--- src/rtl/mem_stage_hs.sv ---
// Memory pipeline stage between execute and writeback: registers execute results,
// drives a req/ack data bus with lane steering and formats load data.
module mem_stage_hs #(
    parameter int XLEN = 32,
    parameter int RA_W = 5,
    localparam int NB = XLEN / 8
) (
    input  logic              clk,
    input  logic              reset,
    input  logic              e_valid,
    input  logic [XLEN-1:0]   e_alu_result,
    input  logic [XLEN-1:0]   e_write_data,
    input  logic [RA_W-1:0]   e_rd,
    input  logic [XLEN-1:0]   e_pc_plus_4,
    input  logic              e_mem_read,
    input  logic              e_mem_write,
    input  logic [2:0]        e_funct3,
    output logic              m_stall,
    output logic              dbus_req,
    output logic              dbus_we,
    output logic [XLEN-1:0]   dbus_addr,
    output logic [XLEN-1:0]   dbus_wr_data,
    output logic [NB-1:0]     dbus_byte_en,
    input  logic              dbus_ack,
    input  logic [XLEN-1:0]   dbus_rd_data,
    output logic              m_valid,
    output logic [XLEN-1:0]   m_alu_result,
    output logic [XLEN-1:0]   m_load_data,
    output logic [RA_W-1:0]   m_rd,
    output logic [XLEN-1:0]   m_pc_plus_4,
    output logic              m_mem_fault
);

    localparam int OW = $clog2(NB);

    typedef enum logic {IDLE, WAIT} state_t;

    state_t            state_q, state_d;
    logic              valid_q;
    logic [XLEN-1:0]   aluResult_q;
    logic [XLEN-1:0]   writeData_q;
    logic [RA_W-1:0]   rd_q;
    logic [XLEN-1:0]   pcPlus4_q;
    logic              memRead_q;
    logic              memWrite_q;
    logic [2:0]        funct3_q;
    logic [XLEN-1:0]   loadData_q, loadData_d;

    logic [OW-1:0]     offset;
    logic [OW+2:0]     shiftAmt;
    logic [NB-1:0]     sizeMask;
    logic [XLEN-1:0]   shiftedRd;
    logic [XLEN-1:0]   formatted;
    logic              captureStartsAccess;

    // Legal size code for this XLEN and naturally aligned for that size.
    function automatic logic accessOk(input logic [2:0] f3, input logic [OW-1:0] off);
        logic ok;
        ok = 1'b0;
        case (f3)
            3'b000, 3'b100: ok = 1'b1;
            3'b001, 3'b101: ok = (off[0] == 1'b0);
            3'b010:         ok = (off[1:0] == 2'b00);
            3'b110:         ok = (XLEN == 64) && (off[1:0] == 2'b00);
            3'b011:         ok = (XLEN == 64) && (off == '0);
            default:        ok = 1'b0;
        endcase
        return ok;
    endfunction

    assign offset   = aluResult_q[OW-1:0];
    assign shiftAmt = {offset, 3'b000};

    always_comb begin
        sizeMask = '1;
        case (funct3_q[1:0])
            2'b00:   sizeMask = NB'(1);
            2'b01:   sizeMask = NB'(3);
            2'b10:   sizeMask = NB'(15);
            default: sizeMask = '1;
        endcase
    end

    assign shiftedRd = dbus_rd_data >> shiftAmt;

    always_comb begin
        formatted = '0;
        case (funct3_q)
            3'b000:  formatted = XLEN'($signed(shiftedRd[7:0]));
            3'b001:  formatted = XLEN'($signed(shiftedRd[15:0]));
            3'b010:  formatted = XLEN'($signed(shiftedRd[31:0]));
            3'b100:  formatted = XLEN'(shiftedRd[7:0]);
            3'b101:  formatted = XLEN'(shiftedRd[15:0]);
            3'b110:  formatted = XLEN'(shiftedRd[31:0]);
            3'b011:  formatted = shiftedRd;
            default: formatted = '0;
        endcase
    end

    assign captureStartsAccess = e_valid && (e_mem_read || e_mem_write)
                               && accessOk(e_funct3, e_alu_result[OW-1:0]);

    // A capture only happens in IDLE, so it also clears the previous load result.
    always_comb begin
        state_d    = state_q;
        loadData_d = loadData_q;
        case (state_q)
            IDLE: begin
                loadData_d = '0;
                if (captureStartsAccess) begin
                    state_d = WAIT;
                end
            end
            WAIT: begin
                if (dbus_ack) begin
                    state_d = IDLE;
                    if (memRead_q) begin
                        loadData_d = formatted;
                    end
                end
            end
            default: state_d = IDLE;
        endcase
    end

    always_ff @(posedge clk or posedge reset) begin
        if (reset) begin
            state_q    <= IDLE;
            loadData_q <= '0;
        end else begin
            state_q    <= state_d;
            loadData_q <= loadData_d;
        end
    end

    always_ff @(posedge clk or posedge reset) begin
        if (reset) begin
            valid_q     <= 1'b0;
            aluResult_q <= '0;
            writeData_q <= '0;
            rd_q        <= '0;
            pcPlus4_q   <= '0;
            memRead_q   <= 1'b0;
            memWrite_q  <= 1'b0;
            funct3_q    <= '0;
        end else if (!m_stall) begin
            valid_q     <= e_valid;
            aluResult_q <= e_alu_result;
            writeData_q <= e_write_data;
            rd_q        <= e_rd;
            pcPlus4_q   <= e_pc_plus_4;
            memRead_q   <= e_valid && e_mem_read;
            memWrite_q  <= e_valid && e_mem_write;
            funct3_q    <= e_funct3;
        end
    end

    assign m_stall      = (state_q == WAIT);
    assign dbus_req     = (state_q == WAIT);
    assign dbus_we      = memWrite_q;
    assign dbus_addr    = aluResult_q;
    assign dbus_byte_en = sizeMask << offset;
    assign dbus_wr_data = writeData_q << shiftAmt;

    assign m_valid      = valid_q && (state_q == IDLE);
    assign m_alu_result = aluResult_q;
    assign m_load_data  = loadData_q;
    assign m_rd         = rd_q;
    assign m_pc_plus_4  = pcPlus4_q;
    assign m_mem_fault  = valid_q && (memRead_q || memWrite_q) && !accessOk(funct3_q, offset);

endmodule
--- config.mk ---
export PLATFORM = sky130hd
export DESIGN_NAME = mem_stage_hs
export DESIGN_NICKNAME = d
export VERILOG_FILES = /design/src/rtl/mem_stage_hs.sv
export SDC_FILE = /design/constraint.sdc
export NUM_CORES = 1
export LEC_CHECK = 0
export ABC_AREA = 1
export CORE_UTILIZATION = 45
export DETAILED_ROUTE_END_ITERATION = 12
export PLACE_DENSITY = 0.86
export REMOVE_ABC_BUFFERS = 1
export SETUP_SLACK_MARGIN = 0.3
export SLEW_MARGIN = 10
export SYNTH_ARGS = -nofsm -noshare
export SYNTH_HDL_FRONTEND = slang
export SYNTH_SLANG_ARGS = --single-unit
export TNS_END_PERCENT = 1
--- constraint.sdc ---
create_clock -name clk -period 8.19 [get_ports clk]
set_input_delay 2.457 -clock clk [delete_from_list [all_inputs] [get_ports clk]]
set_output_delay 2.457 -clock clk [all_outputs]
set_load 0.01 [all_outputs]
==> results of run 1 <==
flip-flops by register name, summed over array words and instances, names as in the netlist:
name	flops
funct3_q	3
m_pc_plus_4	32
dbus_req	1
m_load_data	32
dbus_addr	32
dbus_we	1
m_rd	5
writeData_q	32
memRead_q	1
valid_q	1
report_power, final:
part | internal (W) | switching, W | total, W
registers | 0.000771 | 0.0000629 | 0.000833
logic | 0.000334 | 0.000359 | 0.000693
clock network | 0.000467 | 0.000306 | 0.000773
final cells by class:
class	count	area share (%)
sequential	140	33.6
clock inverter	12	1.33
timing repair buffer	320	30.6
tap	188	2.25
clock buffer	20	4.37
multi-input combinational	636	26.3
inverter	40	1.56
per-stage QoR:
stage,cell area [um^2],cells,setup slack (ns)
final,10400,1356,2.88
after global routing,10400,1356,2.67
after CTS,10400,1356,2.85
after detailed placement,9840,1324,3.31
after global placement,9840,1324,3.34
after floorplan,6410,816,1.98
cell usage in the layout, fill, tap and decap left out, types with 3 or more instances in the layout:
| cell | n |
|---|---|
| nand2_1 | 459 |
| clkdlybuf4s50_1 | 315 |
| dfrtp_1 | 138 |
| o21ai_0 | 63 |
| inv_1 | 35 |
| nand3_1 | 33 |
| nor2_1 | 26 |
| clkbuf_16 | 17 |
| nand3_2 | 14 |
| o211ai_1 | 12 |
| o22ai_1 | 6 |
| a21oi_1 | 5 |
| buf_4 | 5 |
| clkinvlp_4 | 4 |
| inv_4 | 3 |
| nand2_2 | 3 |
| inv_6 | 3 |
| nor2_2 | 3 |
| o211ai_2 | 3 |
| clkinv_4 | 3 |
critical path, cell delays in order (launching register included):
cell             delay (ns)
dfrtp_1                0.36
buf_4                  0.28
inv_2                  0.60
nand2_2                0.36
nor4_1                 0.26
nor3_1                 0.07
clkdlybuf4s50_1        0.48
layer usage:
layer	global-route usage, %	up-vias	share of wire [%]	routed length, um
met5	0	-	0	0
met1	32.1	3247	38	8340
met2	47.2	371	49	10700
met4	15.0	0	3.8	848
li1	-	3287	-	-
met3	8.98	57	9.9	2180
logic make-up after synthesis:
group,count (synthesis),synth area share (%)
buffers and inverters,127,10.3
AOI/OAI and AO/OA,93,7.67
and+or+nand+nor,543,31.8
DFF,140,50.3
path summary, 6_finish.rpt:
kind	to	slack, ns
max	m_mem_fault	2.88
min	m_pc_plus_4[23]$_DFFE_PP0N_	0.48
max reg2reg	m_load_data[0]$_DFFE_PP0P_	5.67
min reg2reg	m_pc_plus_4[23]$_DFFE_PP0N_	0.48
max in group asynchronous	dbus_addr[0]$_DFFE_PP0N_	4.28
min in group asynchronous	dbus_addr[18]$_DFFE_PP0N_	2.53
==> impl_metrics.env, run 1 <==
export IMPL_status="finished, final reports clean"
export IMPL_dr_pass1_iters=6
export IMPL_synth_distinct_cells=27
export IMPL_overflow=0
export IMPL_drc=0
export IMPL_numCtsBuffers=17
export IMPL_netlist_area_mm2=0.00697
export IMPL_setup_viol=0
export IMPL_cp_end_kind="output port"
export IMPL_hold_viol=0
export IMPL_leakage_nw=5.13
export IMPL_die_h_um=126
export IMPL_drive_above_1_share_pct=5.91
export IMPL_hold_class="reg -> reg"
export IMPL_arrival_ns=2.86
export IMPL_antenna_found_initial=0
export IMPL_p_total_w=0.00230
export IMPL_grt_util_all_layers_pct=28.1
export IMPL_yosysSeqAreaShare_pct=50.3
export IMPL_dp_hpwl_mm=15.2
export IMPL_postSynth_asyncResetShare_pct=100
export IMPL_ctsHoldBuffers=0
export IMPL_nets=1297
export IMPL_grt_pass1_vias=6622
export IMPL_synth_commonest_cells="nand2_1 (459), dfrtp_1 (140), o21ai_0 (63)"
export IMPL_fp_dieW_um=126
export IMPL_period_needed_ns=5.31
export IMPL_gp_congestion=0.879
export IMPL_hold_ws_ns=0.476
export IMPL_utilization_pct=68.9
export IMPL_finalCritPeriodShare_pct=64.9
export IMPL_clock_path_buffers=2
export IMPL_yosys_top_cells_area="dfrtp_1 (50%), nand2_1 (25%), o21ai_0 (4.5%), buf_4 (4.5%), nand3_1 (2.4%)"
export IMPL_drt_iter0_markers=667
export IMPL_crit_type="reg -> out"
export IMPL_synth_most_common_cell="nand2_1"
export IMPL_fin_tns_setup_ns=0
export IMPL_post_cts_resized=0
export IMPL_skew_ns=0.00858
export IMPL_synth_ff_type="dfrtp_1"
export IMPL_r2r_start="dbus_req$_DFF_PP0_"
export IMPL_dieArea_mm2=0.0160
export IMPL_r2r_cells=4
export IMPL_cp_required_ns=5.73
export IMPL_worst_path_max_fanout=40
export IMPL_synth_edf_count=0
export IMPL_clkTransAtPathRegs_ns=0.06
export IMPL_initial_core_util_pct=46.0
export IMPL_cts_root_buf="clkbuf_16"
export IMPL_min_path_cells=2
export IMPL_yosysTopAreaCell="dfrtp_1"
export IMPL_clock_latency_ns=0.41
export IMPL_powerDensity_mw_per_mm2=220
export IMPL_multi_input_area_mm2=0.00275
export IMPL_yosysTopAreaCellShare_pct=50.3
export IMPL_syn_avg_cell_area_um2=7.72
export IMPL_slew_headroom_pct=14.9
export IMPL_post_cts_buffers=0
export IMPL_max_cap_violations=0
export IMPL_finalMaxSlewViolations=0
export IMPL_routed_via_count=6962
export IMPL_numPortBuffers=315
export IMPL_seq_area_mm2=0.00351
export IMPL_vdd_drop_max_v=0.000135
export IMPL_tritoncts="built"
export IMPL_hp_start="m_pc_plus_4[23]$_DFFE_PP0N_"
export IMPL_wl_per_cell_um=16.3
export IMPL_areaGrowthSynthToFinish_pct=49.8
export IMPL_worstMarginPinSlew_ns=1.27
export IMPL_routed_wl_mm=22.1
export IMPL_cts_sinks=140
export IMPL_fmax_mhz=188
export IMPL_htree_levels=4
export IMPL_rsz0062_at_grt="false"
export IMPL_core_area_mm2=0.0151
export IMPL_ant_nets=0
export IMPL_num_io_pins=316
export IMPL_std_cell_rows=45
export IMPL_grt_max_degree=83
export IMPL_crit_start="dbus_addr[1]$_DFFE_PP0N_"
export IMPL_worstSetupStartpointType="flip-flop"
export IMPL_synth_seq_cells=140
export IMPL_antenna_cells=0
export IMPL_ys_warn_count=0
export IMPL_viasPerCell=5.13
export IMPL_grt_pass1_wl_mm=34.7
export IMPL_postSynthCellCount=903
export IMPL_fill_cells=1195
(Power assumes the default switching activity.)
==> inputs of run 2 (changes only) <==
--- a/config.mk
+++ b/config.mk
@@ -6,9 +6,9 @@
 export NUM_CORES = 1
 export LEC_CHECK = 0
 export ABC_AREA = 1
-export CORE_UTILIZATION = 45
+export CORE_UTILIZATION = 38
 export DETAILED_ROUTE_END_ITERATION = 12
-export PLACE_DENSITY = 0.86
+export PLACE_DENSITY = 0.77
 export REMOVE_ABC_BUFFERS = 1
 export SETUP_SLACK_MARGIN = 0.3
 export SLEW_MARGIN = 10
==> constraint.sdc (replaced) <==
create_clock -name clk -period 4.3 [get_ports clk]
set_input_delay 1.29 -clock clk [delete_from_list [all_inputs] [get_ports clk]]
set_output_delay 1.29 -clock clk [all_outputs]
set_load 0.01 [all_outputs]
==> impl_metrics.env, run 2 (synthesis results as in run 1) <==
export IMPL_status="finished, final reports clean"
export IMPL_r2r_start="dbus_req$_DFF_PP0_"
export IMPL_wl_per_cell_um=16.1
export IMPL_finalMaxSlewViolations=0
export IMPL_skew_ns=0.00760
export IMPL_routed_wl_mm=22.6
export IMPL_initial_core_util_pct=38.8
export IMPL_clkTransAtPathRegs_ns=0.06
export IMPL_crit_type="reg -> out"
export IMPL_final_cell_mix="nand2_1 (458), clkdlybuf4s50_1 (315), dfrtp_1 (138), o21ai_0 (63), inv_1 (35)"
export IMPL_hold_viol=0
export IMPL_setup_viol=0
export IMPL_worstMarginPinSlew_ns=1.03
export IMPL_dieArea_mm2=0.0189
export IMPL_slew_headroom_pct=31.4
export IMPL_nets=1304
export IMPL_ctsHoldBuffers=0
export IMPL_dr_wl_met2_mm=11.0
export IMPL_slowest_stage="clkdlybuf4s50_1"
export IMPL_areaGrowthSynthToFinish_pct=51.2
export IMPL_worst_path_max_fanout=29
export IMPL_fp_dieW_um=137
export IMPL_dp_slack_ns=0.767
export IMPL_dr_pass1_iters=4
export IMPL_antenna_found_initial=0
export IMPL_cts_root_buf="clkbuf_16"
export IMPL_drt_met1_wl_mm=8.74
export IMPL_clock_path_buffers=2
export IMPL_r2r_cells=3
export IMPL_powerDensity_mw_per_mm2=412
export IMPL_leakage_nw=5.17
export IMPL_cp_top_family="buffers and inverters"
export IMPL_period_needed_ns=3.79
export IMPL_cp_cell_sequence="buf_4 -> nand2_2 -> o22ai_1 -> clkdlybuf4s50_1"
export IMPL_path_buf_inv=2
export IMPL_overflow=0
export IMPL_clockPowerShare_pct=32.8
export IMPL_arrival_ns=2.50
export IMPL_switching_share_pct=32.8
export IMPL_utilization_pct=58.7
export IMPL_vdd_drop_max_v=0.000272
export IMPL_grt_util_all_layers_pct=24.4
export IMPL_dp_hpwl_mm=16.2
export IMPL_grt_pass1_vias=6487
export IMPL_grt_pass1_wl_mm=34.6
export IMPL_routed_via_count=6767
export IMPL_p_sw_w=0.00142
export IMPL_finalNonFillerCells=1403
export IMPL_numPortBuffers=315
export IMPL_final_common_cell="nand2_1"
export IMPL_drc=0
export IMPL_num_io_pins=316
export IMPL_cp_end_kind="output port"
export IMPL_r2r_slack_ns=2.00
export IMPL_max_cap_violations=0
export IMPL_finalCritPeriodShare_pct=88.1
export IMPL_worstSetupStartpointType="flip-flop"
export IMPL_wl_met3_mm=2.35
export IMPL_multi_input_area_mm2=0.00275
export IMPL_clock_latency_ns=0.42
export IMPL_cp_required_ns=3.01
export IMPL_hp_start="m_pc_plus_4[9]$_DFFE_PP0N_"
export IMPL_min_path_cells=2
export IMPL_core_area_mm2=0.0180
export IMPL_cp_slowest_stage_delay_ns=0.61
export IMPL_p_int_w=0.00292
export IMPL_std_cell_rows=49
export IMPL_ant_nets=0
export IMPL_dpl_cell_count=1372
export IMPL_fill_cells=1647
export IMPL_die_h_um=137
export IMPL_drive_above_1_share_pct=6.56
export IMPL_rsz0062_at_grt="false"
export IMPL_numCtsBuffers=17
export IMPL_seq_area_mm2=0.00351
export IMPL_tritoncts="built"
export IMPL_fmax_mhz=264
export IMPL_antenna_cells=0
export IMPL_grt_max_degree=90
export IMPL_drt_iter0_markers=373
export IMPL_r2r_end="writeData_q[1]$_DFFE_PP0N_"
export IMPL_setup_ws_ns=0.510
export IMPL_highest_layer="met4"
export IMPL_hold_class="reg -> reg"
export IMPL_seq_power_share_pct=36.5
export IMPL_viasPerCell=4.82
export IMPL_gp_congestion=0.956
export IMPL_combPwrFrac_pct=30.7
export IMPL_holdPathEnd="m_pc_plus_4[9]$_DFFE_PP0N_"
export IMPL_htree_levels=4
export IMPL_cts_sinks=140
## run 2: routing by layer
metal	GRT usage [%]	vias up
li1	-	3314
met1	28.7	3115
met2	41.4	308
met3	8.06	30
met4	8.36	0
met5	0	-
## run 2: worst max-delay path by stage
stage / to / startpoint / cells after the start / slack, ns
after floorplan: dbus_addr[0]$_DFFE_PP0N_ / reset / 1 / -0.74
after global placement: dbus_wr_data[19] / dbus_addr[1]$_DFFE_PP0N_ / 4 / 0.73
after detailed placement: dbus_wr_data[19] / dbus_addr[1]$_DFFE_PP0N_ / 4 / 0.77
after CTS: m_mem_fault / dbus_addr[1]$_DFFE_PP0N_ / 5 / 0.50
after global routing: dbus_wr_data[19] / dbus_addr[1]$_DFFE_PP0N_ / 4 / 0.35
final: dbus_wr_data[19] / dbus_addr[1]$_DFFE_PP0N_ / 4 / 0.51
## run 2: cell type report
| cell class | instances | share of cell area (%) |
|---|---|---|
| sequential | 140 | 33.3 |
| timing repair buffer | 327 | 31.0 |
| multi-input combinational | 636 | 26.1 |
| clock buffer | 17 | 4.04 |
| tap | 229 | 2.72 |
| inverter | 40 | 1.54 |
| clock inverter | 14 | 1.29 |
## run 2: metrics by stage
step	hold WS, ns	setup TNS [ns]	cell area (um^2)	total power (W)
after detailed placement	0.464	0	9970	0.00294
after global placement	0.461	0	9970	0.00293
final	0.476	0	10500	0.00434
after CTS	0.481	0	10500	0.00438
after floorplan	0.449	-104.00	6410	0.00216
after global routing	0.496	0	10500	0.00457
## run 2: power by group through the flow
| stage | logic, W | clock network, W | registers, W |
|---|---|---|---|
| after floorplan | 0.000472 | 0 | 0.00169 |
| after global placement | 0.00132 | 0 | 0.00160 |
| after detailed placement | 0.00134 | 0 | 0.00161 |
| after CTS | 0.00134 | 0.00145 | 0.00159 |
| after global routing | 0.00146 | 0.00151 | 0.00161 |
| final | 0.00133 | 0.00142 | 0.00159 |
## run 2: repair_timing
item,CTS,global route
setup endpoints to repair,1,0
buffers inserted,0,0
gates resized for setup,1,0
## run 2: worst reg2reg max path, delay by kind of cell (launching register included)
family,cells,cell delay (ns)
AOI/OAI and AO/OA,1,0.30
buffers and inverters,2,1.19
DFF,1,0.65
==> inputs of run 3 (changes only) <==
--- a/config.mk
+++ b/config.mk
@@ -8,9 +8,11 @@
 export ABC_AREA = 1
 export CORE_UTILIZATION = 38
 export DETAILED_ROUTE_END_ITERATION = 12
+export GPL_ROUTABILITY_DRIVEN = 0
 export PLACE_DENSITY = 0.77
 export REMOVE_ABC_BUFFERS = 1
 export SETUP_SLACK_MARGIN = 0.3
+export SKIP_CTS_REPAIR_TIMING = 1
 export SLEW_MARGIN = 10
 export SYNTH_ARGS = -nofsm -noshare
 export SYNTH_HDL_FRONTEND = slang
==> results of run 3 <==
No change in the layout: final DEF, timing and power equal those of run 2.
